File: config.mk
export PLATFORM = sky130hd
export DESIGN_NAME = id_ex_pipe
export DESIGN_NICKNAME = d
export VERILOG_FILES = /design/src/rtl/id_ex_pipe_pkg.sv /design/src/rtl/pipe_skid_reg.sv /design/src/rtl/id_ex_pipe.sv
export SDC_FILE = /design/constraint.sdc
export NUM_CORES = 1
export LEC_CHECK = 0
export ABC_AREA = 1
export ABC_CLOCK_PERIOD_IN_PS = 1800
export BUFFER_PORTS_ARGS = -buffer_cell sky130_fd_sc_hd__buf_2
export CORE_MARGIN = 1
export CORE_UTILIZATION = 47
export DETAILED_ROUTE_END_ITERATION = 8
export PLACE_DENSITY = 0.84
export SLEW_MARGIN = 0
export SYNTH_ARGS = -nofsm -noshare
export SYNTH_HDL_FRONTEND = slang
export SYNTH_SLANG_ARGS = --single-unit
File: constraint.sdc
create_clock -name clk -period 1.8 [get_ports clk]
set_clock_uncertainty 0.15 [all_clocks]
set_input_delay 0.27 -clock clk [delete_from_list [all_inputs] [get_ports clk]]
set_output_delay 0.27 -clock clk [all_outputs]
set_load 0.01 [all_outputs]
File: src/rtl/id_ex_pipe_pkg.sv
// Shared encodings and default widths for the ID->EX pipeline stage.
// NOP encodings are what an invalid/bubble entry drives toward execute,
// so a bubble never writes back.
package id_ex_pipe_pkg;

  localparam int DEF_DATA_W   = 32;
  localparam int DEF_ALUOP_W  = 8;
  localparam int DEF_ALUSEL_W = 3;
  localparam int DEF_RADDR_W  = 5;
  localparam int DEF_CNT_W    = 16;

  localparam int EXE_NOP_OP  = 0;
  localparam int EXE_RES_NOP = 0;
  localparam int NOPRegAddr  = 0;

  // Width of the flat payload {aluop, alusel, reg1, reg2, wd, wreg}
  function automatic int payload_w(input int data_w, input int aluop_w,
                                   input int alusel_w, input int raddr_w);
    return data_w * 2 + aluop_w + alusel_w + raddr_w + 1;
  endfunction

endpackage

File: src/rtl/pipe_skid_reg.sv
// Generic valid/data holding register with load and clear.
// An invalid load or a clear parks the data at the supplied NOP value so
// that downstream never sees stale payload on a bubble.
module pipe_skid_reg #(
  parameter int W = 8
) (
  input  logic         clk,
  input  logic         rst,
  input  logic         clr_i,
  input  logic         ld_i,
  input  logic         vld_i,
  input  logic [W-1:0] data_i,
  input  logic [W-1:0] nop_i,
  output logic         vld_o,
  output logic [W-1:0] data_o
);

  logic         vld_q;
  logic [W-1:0] data_q;

  // Hold entry; clear/reset wins over load, invalid loads become NOP
  always_ff @(posedge clk) begin
    if (rst || clr_i) begin
      vld_q  <= 1'b0;
      data_q <= nop_i;
    end else if (ld_i) begin
      vld_q  <= vld_i;
      data_q <= vld_i ? data_i : nop_i;
    end
  end

  assign vld_o  = vld_q;
  assign data_o = data_q;

endmodule

File: src/rtl/id_ex_pipe.sv
// ID->EX pipeline stage with valid/ready handshake, synchronous flush and
// a saturating bubble counter (cycles where execute waited on decode).
// Build option PIPE_SKID_EN: adds a second (skid) entry and registers
// in_ready so there is no combinational path from out_ready to in_ready.
// Without it, a single register with in_ready = !out_valid || out_ready.
module id_ex_pipe
  import id_ex_pipe_pkg::*;
#(
  parameter int DATA_W     = DEF_DATA_W,
  parameter int ALUOP_W    = DEF_ALUOP_W,
  parameter int ALUSEL_W   = DEF_ALUSEL_W,
  parameter int RADDR_W    = DEF_RADDR_W,
  parameter int CNT_W      = DEF_CNT_W,
  parameter int NOP_ALUOP  = EXE_NOP_OP,
  parameter int NOP_ALUSEL = EXE_RES_NOP
) (
  input  logic                clk,
  input  logic                rst,
  input  logic                flush,
  input  logic                in_valid,
  output logic                in_ready,
  input  logic [ALUOP_W-1:0]  in_aluop,
  input  logic [ALUSEL_W-1:0] in_alusel,
  input  logic [DATA_W-1:0]   in_reg1,
  input  logic [DATA_W-1:0]   in_reg2,
  input  logic [RADDR_W-1:0]  in_wd,
  input  logic                in_wreg,
  output logic                out_valid,
  input  logic                out_ready,
  output logic [ALUOP_W-1:0]  out_aluop,
  output logic [ALUSEL_W-1:0] out_alusel,
  output logic [DATA_W-1:0]   out_reg1,
  output logic [DATA_W-1:0]   out_reg2,
  output logic [RADDR_W-1:0]  out_wd,
  output logic                out_wreg,
  output logic [CNT_W-1:0]    bubble_cnt
);

  localparam int PW = payload_w(DATA_W, ALUOP_W, ALUSEL_W, RADDR_W);

  localparam logic [PW-1:0] NOP_PL = {ALUOP_W'(NOP_ALUOP), ALUSEL_W'(NOP_ALUSEL),
                                      {(2 * DATA_W){1'b0}}, RADDR_W'(NOPRegAddr), 1'b0};

  logic [PW-1:0] in_pl;
  logic [PW-1:0] main_din;
  logic [PW-1:0] main_data;
  logic          main_vld;
  logic          main_vin;
  logic          main_ld;
  logic          in_fire;
  logic          out_fire;
  logic [CNT_W-1:0] cnt_q;
  logic [CNT_W-1:0] cnt_d;

  assign in_pl    = {in_aluop, in_alusel, in_reg1, in_reg2, in_wd, in_wreg};
  assign in_fire  = in_valid && in_ready;
  assign out_fire = main_vld && out_ready;
  assign main_ld  = !main_vld || out_fire;

`ifdef PIPE_SKID_EN
  logic [PW-1:0] skid_data;
  logic          skid_vld;
  logic          skid_vin;
  logic          skid_ld;
  logic          skid_vld_d;
  logic          rdy_q;

  // Skid catches a beat only when main is full and not draining;
  // it empties whenever main reloads from it.
  assign skid_vin   = in_fire && main_vld && !out_fire;
  assign skid_ld    = skid_vin || (main_ld && skid_vld);
  assign skid_vld_d = flush ? 1'b0 : (skid_ld ? skid_vin : skid_vld);

  // Skid has priority so payload order is preserved
  assign main_vin = skid_vld || in_fire;
  assign main_din = skid_vld ? skid_data : in_pl;

  pipe_skid_reg #(.W(PW)) u_skid (
    .clk    (clk),
    .rst    (rst),
    .clr_i  (flush),
    .ld_i   (skid_ld),
    .vld_i  (skid_vin),
    .data_i (in_pl),
    .nop_i  (NOP_PL),
    .vld_o  (skid_vld),
    .data_o (skid_data)
  );

  // Registered ready tracks the next-cycle skid occupancy
  always_ff @(posedge clk) begin
    if (rst) rdy_q <= 1'b1;
    else     rdy_q <= !skid_vld_d;
  end

  assign in_ready = rdy_q;
`else
  assign main_vin = in_fire;
  assign main_din = in_pl;
  assign in_ready = !main_vld || out_ready;
`endif

  pipe_skid_reg #(.W(PW)) u_main (
    .clk    (clk),
    .rst    (rst),
    .clr_i  (flush),
    .ld_i   (main_ld),
    .vld_i  (main_vin),
    .data_i (main_din),
    .nop_i  (NOP_PL),
    .vld_o  (main_vld),
    .data_o (main_data)
  );

  assign out_valid = main_vld;
  assign {out_aluop, out_alusel, out_reg1, out_reg2, out_wd, out_wreg} = main_data;

  // Next bubble count: execute ready but starved, saturating at all-ones
  always_comb begin
    cnt_d = cnt_q;
    if (out_ready && !main_vld && !flush && (cnt_q != {CNT_W{1'b1}}))
      cnt_d = cnt_q + CNT_W'(1);
  end

  // Bubble counter, cleared only by reset
  always_ff @(posedge clk) begin
    if (rst) cnt_q <= '0;
    else     cnt_q <= cnt_d;
  end

  assign bubble_cnt = cnt_q;

endmodule
==> flow_metrics.py, run 1 <==
metrics = {
    "detailed_routing": {
        "wl_um": 11390,
        "drt_iter0_drc": 169,
        "vias_per_cell": 5.205,
        "num_vias": 4284,
        "routedWlPerCell_um": 13.84,
        "ant_nets": 0,
        "firstDrtPassIters": 4,
        "post-route-drc-count": 0,
    },
    "sta": {
        "min_period_ns": 1.704,
        "drv_slew": 0,
        "hold_violations": 0,
        "max_freq_mhz": 587.0,
        "tightest_slew_ns": 0.3405,
        "relSlewSlack_pct": 77.30,
        "setup_viol_count_final": 0,
        "rsz0062_at_grt": "no",
        "setup_tns_ns": 0,
        "fin_crit_sh_pct": 94.64,
    },
    "synth": {
        "synth_top_area_cell": "dfxtp_1",
        "synth_top_area_share_pct": 48.20,
        "yosysUniqueCellTypes": 21,
        "yosys-top-cells-area": "dfxtp_1 48%, nand3_1 11%, a21oi_1 11%",
        "synth_edf_count": 0,
        "synth_nets": 616,
        "synthFlopType": "dfxtp_1",
        "yosysMostFrequentCell": "nand2_1",
        "async_flop_share_pct": 0,
        "ys_top_cells_by_count": "119 x nand2_1, 98 x dfxtp_1, 92 x nand3_1, 91 x a21oi_1, 42 x nor2_1",
        "synthCells": 529,
        "seq_area_frac_synth_pct": 48.20,
        "synth-seq-cells": 98,
        "syn_area_per_cell_um2": 7.694,
        "syn_area_mm2": 0.004070,
        "yosys_warnings": 0,
    },
    "clocking": {
        "worstSkewPairLatency_ns": 0.35,
        "cts.sinks": 98,
        "ctsHtreeMaxLevel": 3,
        "cts_tree": "yes",
        "cts_buffer_depth": 2,
        "cts-root-buf": "clkbuf_8",
        "cts_buffers": 9,
        "clk_pin_slew_ns": 0.10,
    },
    "pwr": {
        "vdd_drop_max_v": 0.0005415,
        "power.density_mw_per_mm2": 760.4,
        "finalPower_mw": 4.095,
        "leakage_nw": 2.419,
    },
    "outcome": {
        "outcome": "completed",
    },
    "setup_path": {
        "required_ns": 1.38,
        "critPathBufInv": 2,
        "crit_fanout": 11,
        "end_kind": "primary output",
        "crit_family": "flip-flops",
        "max_stage_delay_ns": 0.35,
        "crit_chain": "inv_2 > or2_4 > buf_2",
        "slowest_stage": "dfxtp_1",
        "critPathArrivalTime_ns": 1.28,
        "setup.worst_path.class": "flop to primary output",
        "rrSetupSlack_ns": 0.16,
        "start_kind": "flop",
    },
    "floorplan": {
        "start_util_pct": 49.04,
        "io_pins": 185,
        "die_area_mm2": 0.009036,
        "die_h_um": 95.06,
        "rows": 33,
        "core_area_mm2": 0.008299,
        "die_w_um": 95.06,
    },
    "layout": {
        "area_delta_synth_final_pct": 32.31,
        "design_area_mm2": 0.005385,
        "nFillCells": 726,
        "antenna_cells": 0,
        "layout-drive-gt1-share_pct": 34.96,
        "final_core_util_pct": 64.89,
        "instances_no_fill": 823,
        "finalNetCount": 800,
    },
    "placement": {
        "dp_hpwl_um": 7750,
        "gp_congestion": 0.9357,
        "io_buffers": 184,
        "placed_area_mm2": 0.005057,
        "place_inst": 794,
    },
    "global_route": {
        "grt_use_total_pct": 23.51,
        "antenna_found_initial": 0,
        "grt_pass1_wl_um": 16820,
        "grt_overflow_total": 0,
        "grt_start_max_net_pins": 83,
        "first_global_vias": 3856,
    },
    "run": {
        "maxCapViolCount": 0,
    },
    "min_path": {
        "holdCritPathClass": "input port to flop",
    },
}
flip-flops by register name (all words and copies together), names as in the netlist:
| name | flops |
|---|---|
| bubble_cnt | 16 |
| u_main.data_o | 81 |
| u_main.vld_o | 1 |
cell type report:
class	count	area [um2]	share of cell area (%)
well taps	105	131.4	2.440
inverters	17	65.06	1.208
clock buffers	11	151.4	2.811
multi-input cells	379	1844	34.25
repair buffers	208	1186	22.03
flip-flops and latches	98	1962	36.43
clock inverters	5	45.04	0.8364
power by group:
part | total [mW] | switching, mW | leakage, nW | internal (mW)
Clock | 1.41 | 0.804 | 0.0985 | 0.602
Combinational | 0.441 | 0.239 | 1.52 | 0.201
Sequential | 2.25 | 0.0287 | 0.796 | 2.22
timing repair:
item                                   4_1_cts  5_1_grt
setup buffers                                0        3
gates cloned                                 0        1
endpoints found under the hold margin       10        0
setup endpoints to repair                    1        8
hold buffers                                 9        0
gates resized for setup                      1        2
pin swaps                                    0        1
layout by cell type (no fill, tap or decap):
master and count:
inv_8 1, a21oi_1 91, inv_2 4, nand3_2 4
nand2_2 9, buf_12 5, nand2_1 118, nor2_4 8
nor2_2 3, ha_2 1, inv_1 12, clkinv_2 1
dlygate4sd3_1 9, buf_2 184, or2_2 1, buf_4 10
nand3_4 3, clkinvlp_4 1, or2_4 1, inv_6 2
nor2_1 42, dfxtp_1 98, o21ai_0 2, nand2_4 1
nand4_1 3, clkbuf_8 11, clkinv_4 1, nand3_1 92
worst reg2reg max path, delay by kind of cell (launching register included):
| family | cells | cell delay (ns) |
|---|---|---|
| and+or+nand+nor | 7 | 0.72 |
| DFF | 1 | 0.42 |
| adders and majority gates | 1 | 0.25 |
layer usage:
layer | part of all wire, % | global-route usage (%) | vias up
li1 | - | - | 2120
met1 | 42 | 26.75 | 1984
met2 | 49 | 41.67 | 162
met3 | 6.8 | 6.220 | 18
met4 | 1.9 | 9.091 | 0
met5 | 0 | 0 | -
path summary, 6_finish.rpt:
| path | from | to | cells after the start |
|---|---|---|---|
| worst max-delay path | u_main.vld_o | in_ready | 3 |
| worst min-delay path | in_reg1[14] | u_main.data_o[52] | 3 |
| worst max register to register | bubble_cnt[0] | bubble_cnt[8] | 8 |
| worst min register to register | u_main.data_o[53] | u_main.data_o[53] | 2 |
cells by family after synthesis:
logic type	share of synthesized area (%)
AND/OR/NAND/NOR	33.05
AO/OA/AOI/OAI	11.44
adder cells (fa/ha/maj)	0.3074
flip-flops	48.20
buffers and inverters	7.009
through the flow:
| step | setup WS, ns | hold WS [ns] |
|---|---|---|
| after detailed placement | 0.1050 | 0.3019 |
| after global placement | 0.1817 | 0.2988 |
| final | 0.09645 | 0.01697 |
| after CTS | 0.03133 | 0.00008415 |
| after global routing | 0.01536 | 0.005614 |
| after floorplan | 0.2242 | 0.1891 |
Note: power is estimated with default switching activity, not from simulation.
==> run 2, diff against run 1 <==
- CORE_UTILIZATION: 47 -> 48
- CTS_BUF_LIST: unset -> sky130_fd_sc_hd__clkbuf_4 sky130_fd_sc_hd__clkbuf_8
- PLACE_DENSITY: 0.84 -> 0.86
==> run 2 against run 1 <==
  * Die area fell by 2.0%
  * Non-clock buffer count fell by 14
  * Core utilization fell by 1.6 points
  * Hold slack better by 0.0030 ns
  * Cell count decreased by 1.8%
  * Via count fell by 2.9%
  * Flip-flop and latch count is the same
  * Total power decreased by 3.6%
  * Clock power fell by 8%
  * Maximum frequency fell by 0.45%
  * Critical endpoint is now bubble_cnt[7]
  * Largest power group unchanged
==> flow_metrics.py, run 2 (synthesis gave the netlist of run 1 again) <==
metrics = {
    "outcome": {
        "outcome": "completed",
    },
    "clocking": {
        "cts-root-buf": "clkbuf_8",
        "worstSkewPairLatency_ns": 0.35,
        "cts_tree": "yes",
        "clk_pin_slew_ns": 0.10,
        "cts.sinks": 98,
        "cts_setup_buffers": 0,
        "cts_buffers": 9,
        "ctsHtreeMaxLevel": 3,
        "cts_buffer_depth": 2,
    },
    "pwr": {
        "pwr-share-comb_pct": 10.2,
        "clkPwrFrac_pct": 32.9,
        "pwr-share-seq_pct": 56.9,
        "power_switching_mw": 1.010,
        "switching_share_pct": 25.57,
        "power.density_mw_per_mm2": 758.8,
        "leakage_nw": 2.332,
        "vdd_drop_max_v": 0.0004633,
        "intPower_mw": 2.939,
    },
    "detailed_routing": {
        "wl_met2_um": 5327,
        "drt_iter0_drc": 168,
        "highest_layer": "met4",
        "vias_per_cell": 5.150,
        "wl_um": 10470,
        "num_vias": 4161,
        "routedWlPerCell_um": 12.96,
        "post-route-drc-count": 0,
        "wl_met3_um": 726,
        "firstDrtPassIters": 4,
        "drt-met1-wl_um": 4215,
        "ant_nets": 0,
    },
    "layout": {
        "instances_no_fill": 808,
        "finalNetCount": 785,
        "area_delta_synth_final_pct": 27.85,
        "design_area_mm2": 0.005204,
        "mostFrequentLayoutCells": "184 x buf_2, 118 x nand2_1, 98 x dfxtp_1, 92 x nand3_1, 91 x a21oi_1",
        "antenna_cells": 0,
        "mostFrequentLayoutCell": "buf_2",
        "largest_reg_flops": 81,
        "layout-drive-gt1-share_pct": 34.57,
    },
    "floorplan": {
        "start_util_pct": 49.54,
        "die_h_um": 94.09,
        "core_area_mm2": 0.008217,
        "rows": 33,
        "io_pins": 185,
        "die_w_um": 94.09,
        "die_area_mm2": 0.008852,
    },
    "placement": {
        "placed_area_mm2": 0.005002,
        "dp_hpwl_um": 7436,
        "io_buffers": 184,
        "place_inst": 790,
        "dp_worst_setup_slack_ns": 0.1081,
        "gp_congestion": 0.9636,
    },
    "global_route": {
        "grt_use_total_pct": 23.65,
        "antenna_found_initial": 0,
        "grt_start_max_net_pins": 83,
        "first_global_vias": 3646,
        "grt_overflow_total": 0,
        "grt_pass1_wl_um": 16590,
    },
    "min_path": {
        "holdPathEnd": "u_main.data_o[71]",
        "min_from": "in_alusel[1]",
        "holdCritPathClass": "input port to flop",
        "worstHoldPathCells": 3,
    },
    "setup_path": {
        "rrSetupSlack_ns": 0.09,
        "setup.worst_path.class": "flop to flop",
        "end_kind": "flop",
        "crit_fanout": 11,
        "reg2reg_depth": 6,
        "required_ns": 1.90,
        "start_kind": "flop",
        "critPathArrivalTime_ns": 1.81,
        "r2r_end": "bubble_cnt[7]",
        "r2r-start": "bubble_cnt[0]",
    },
    "sta": {
        "tightest_slew_ns": 0.4513,
        "relSlewSlack_pct": 69.91,
        "setup_tns_ns": 0,
        "setup_viol_count_final": 0,
        "fin_crit_sh_pct": 95.07,
        "max_freq_mhz": 584.4,
        "min_period_ns": 1.711,
        "hold_violations": 0,
        "fin_ws_ns": 0.08880,
        "drv_slew": 0,
        "rsz0062_at_grt": "no",
    },
    "run": {
        "maxCapViolCount": 0,
    },
}
==> run 2: cell count changes in the layout (fill, tap and decap cells not counted) <==
cell and delta:
clkbuf_8 -2, nand3_4 -1, clkbuf_4 +2, dlygate4sd3_1 -7
buf_4 -5, or2_4 -1, inv_8 -1, clkinvlp_4 +2
nand3_2 +1, inv_6 -1, buf_12 -2
==> run 2: how the worst max path moves through the flow <==
stage	from	end	slack, ns	cells past startpoint
5_1_grt	bubble_cnt[0]	bubble_cnt[8]	0.001	9
4_1_cts	u_main.vld_o	in_ready	0.07	3
3_5_place_dp	bubble_cnt[0]	bubble_cnt[7]	0.11	6
6_report	bubble_cnt[0]	bubble_cnt[7]	0.09	6
3_3_place_gp	bubble_cnt[0]	bubble_cnt[7]	0.17	6
2_1_floorplan	bubble_cnt[0]	bubble_cnt[9]	0.22	7
==> run 2: routing by layer <==
metal | vias to the layer above | track usage, %
li1 | 2078 | -
met1 | 1907 | 27.88
met2 | 158 | 41.85
met3 | 18 | 4.612
met4 | 0 | 9.359
met5 | - | 0
==> run 2: power groups by stage <==
| stage | Combinational (mW) | Clock, mW | Sequential [mW] |
|---|---|---|---|
| 2_1_floorplan | 0.190 | 0 | 2.32 |
| 3_3_place_gp | 0.390 | 0 | 2.29 |
| 3_5_place_dp | 0.400 | 0 | 2.30 |
| 4_1_cts | 0.404 | 1.35 | 2.25 |
| 5_1_grt | 0.445 | 1.44 | 2.26 |
| 6_report | 0.402 | 1.30 | 2.25 |
==> run 2: area by class of cell <==
cell class	instances	area, um2
Clock buffer	11	138.9
Clock inverter	5	40.04
Fill cell	747	3013
Inverter	17	65.06
Multi-Input combinational cell	378	1828
Sequential cell	98	1962
Tap cell	105	131.4
Timing Repair Buffer	194	1039
==> run 2: stage by stage <==
stage | hold WS (ns) | util (%) | power [mW]
6_report | 0.01993 | 63.33 | 3.949
5_1_grt | 0.0002304 | 63.33 | 4.139
3_3_place_gp | 0.2980 | 60.88 | 2.685
3_5_place_dp | 0.3017 | 60.88 | 2.697
4_1_cts | 0.001316 | 63.30 | 3.999
2_1_floorplan | 0.1891 | - | 2.514
==> run 2: worst max-delay path: stages (launching register included) <==
cell,delay [ns]
dfxtp_1,0.40
ha_2,0.24
nand3_4,0.11
nor2_4,0.16
nand3_2,0.23
a21oi_1,0.26
nor2_1,0.07
==> run 2: what timing repair did <==
item	in CTS	in global routing
endpoints found under the setup margin	0	5
gates resized for setup	0	1
hold endpoints to repair	3	0
hold buffers	2	0
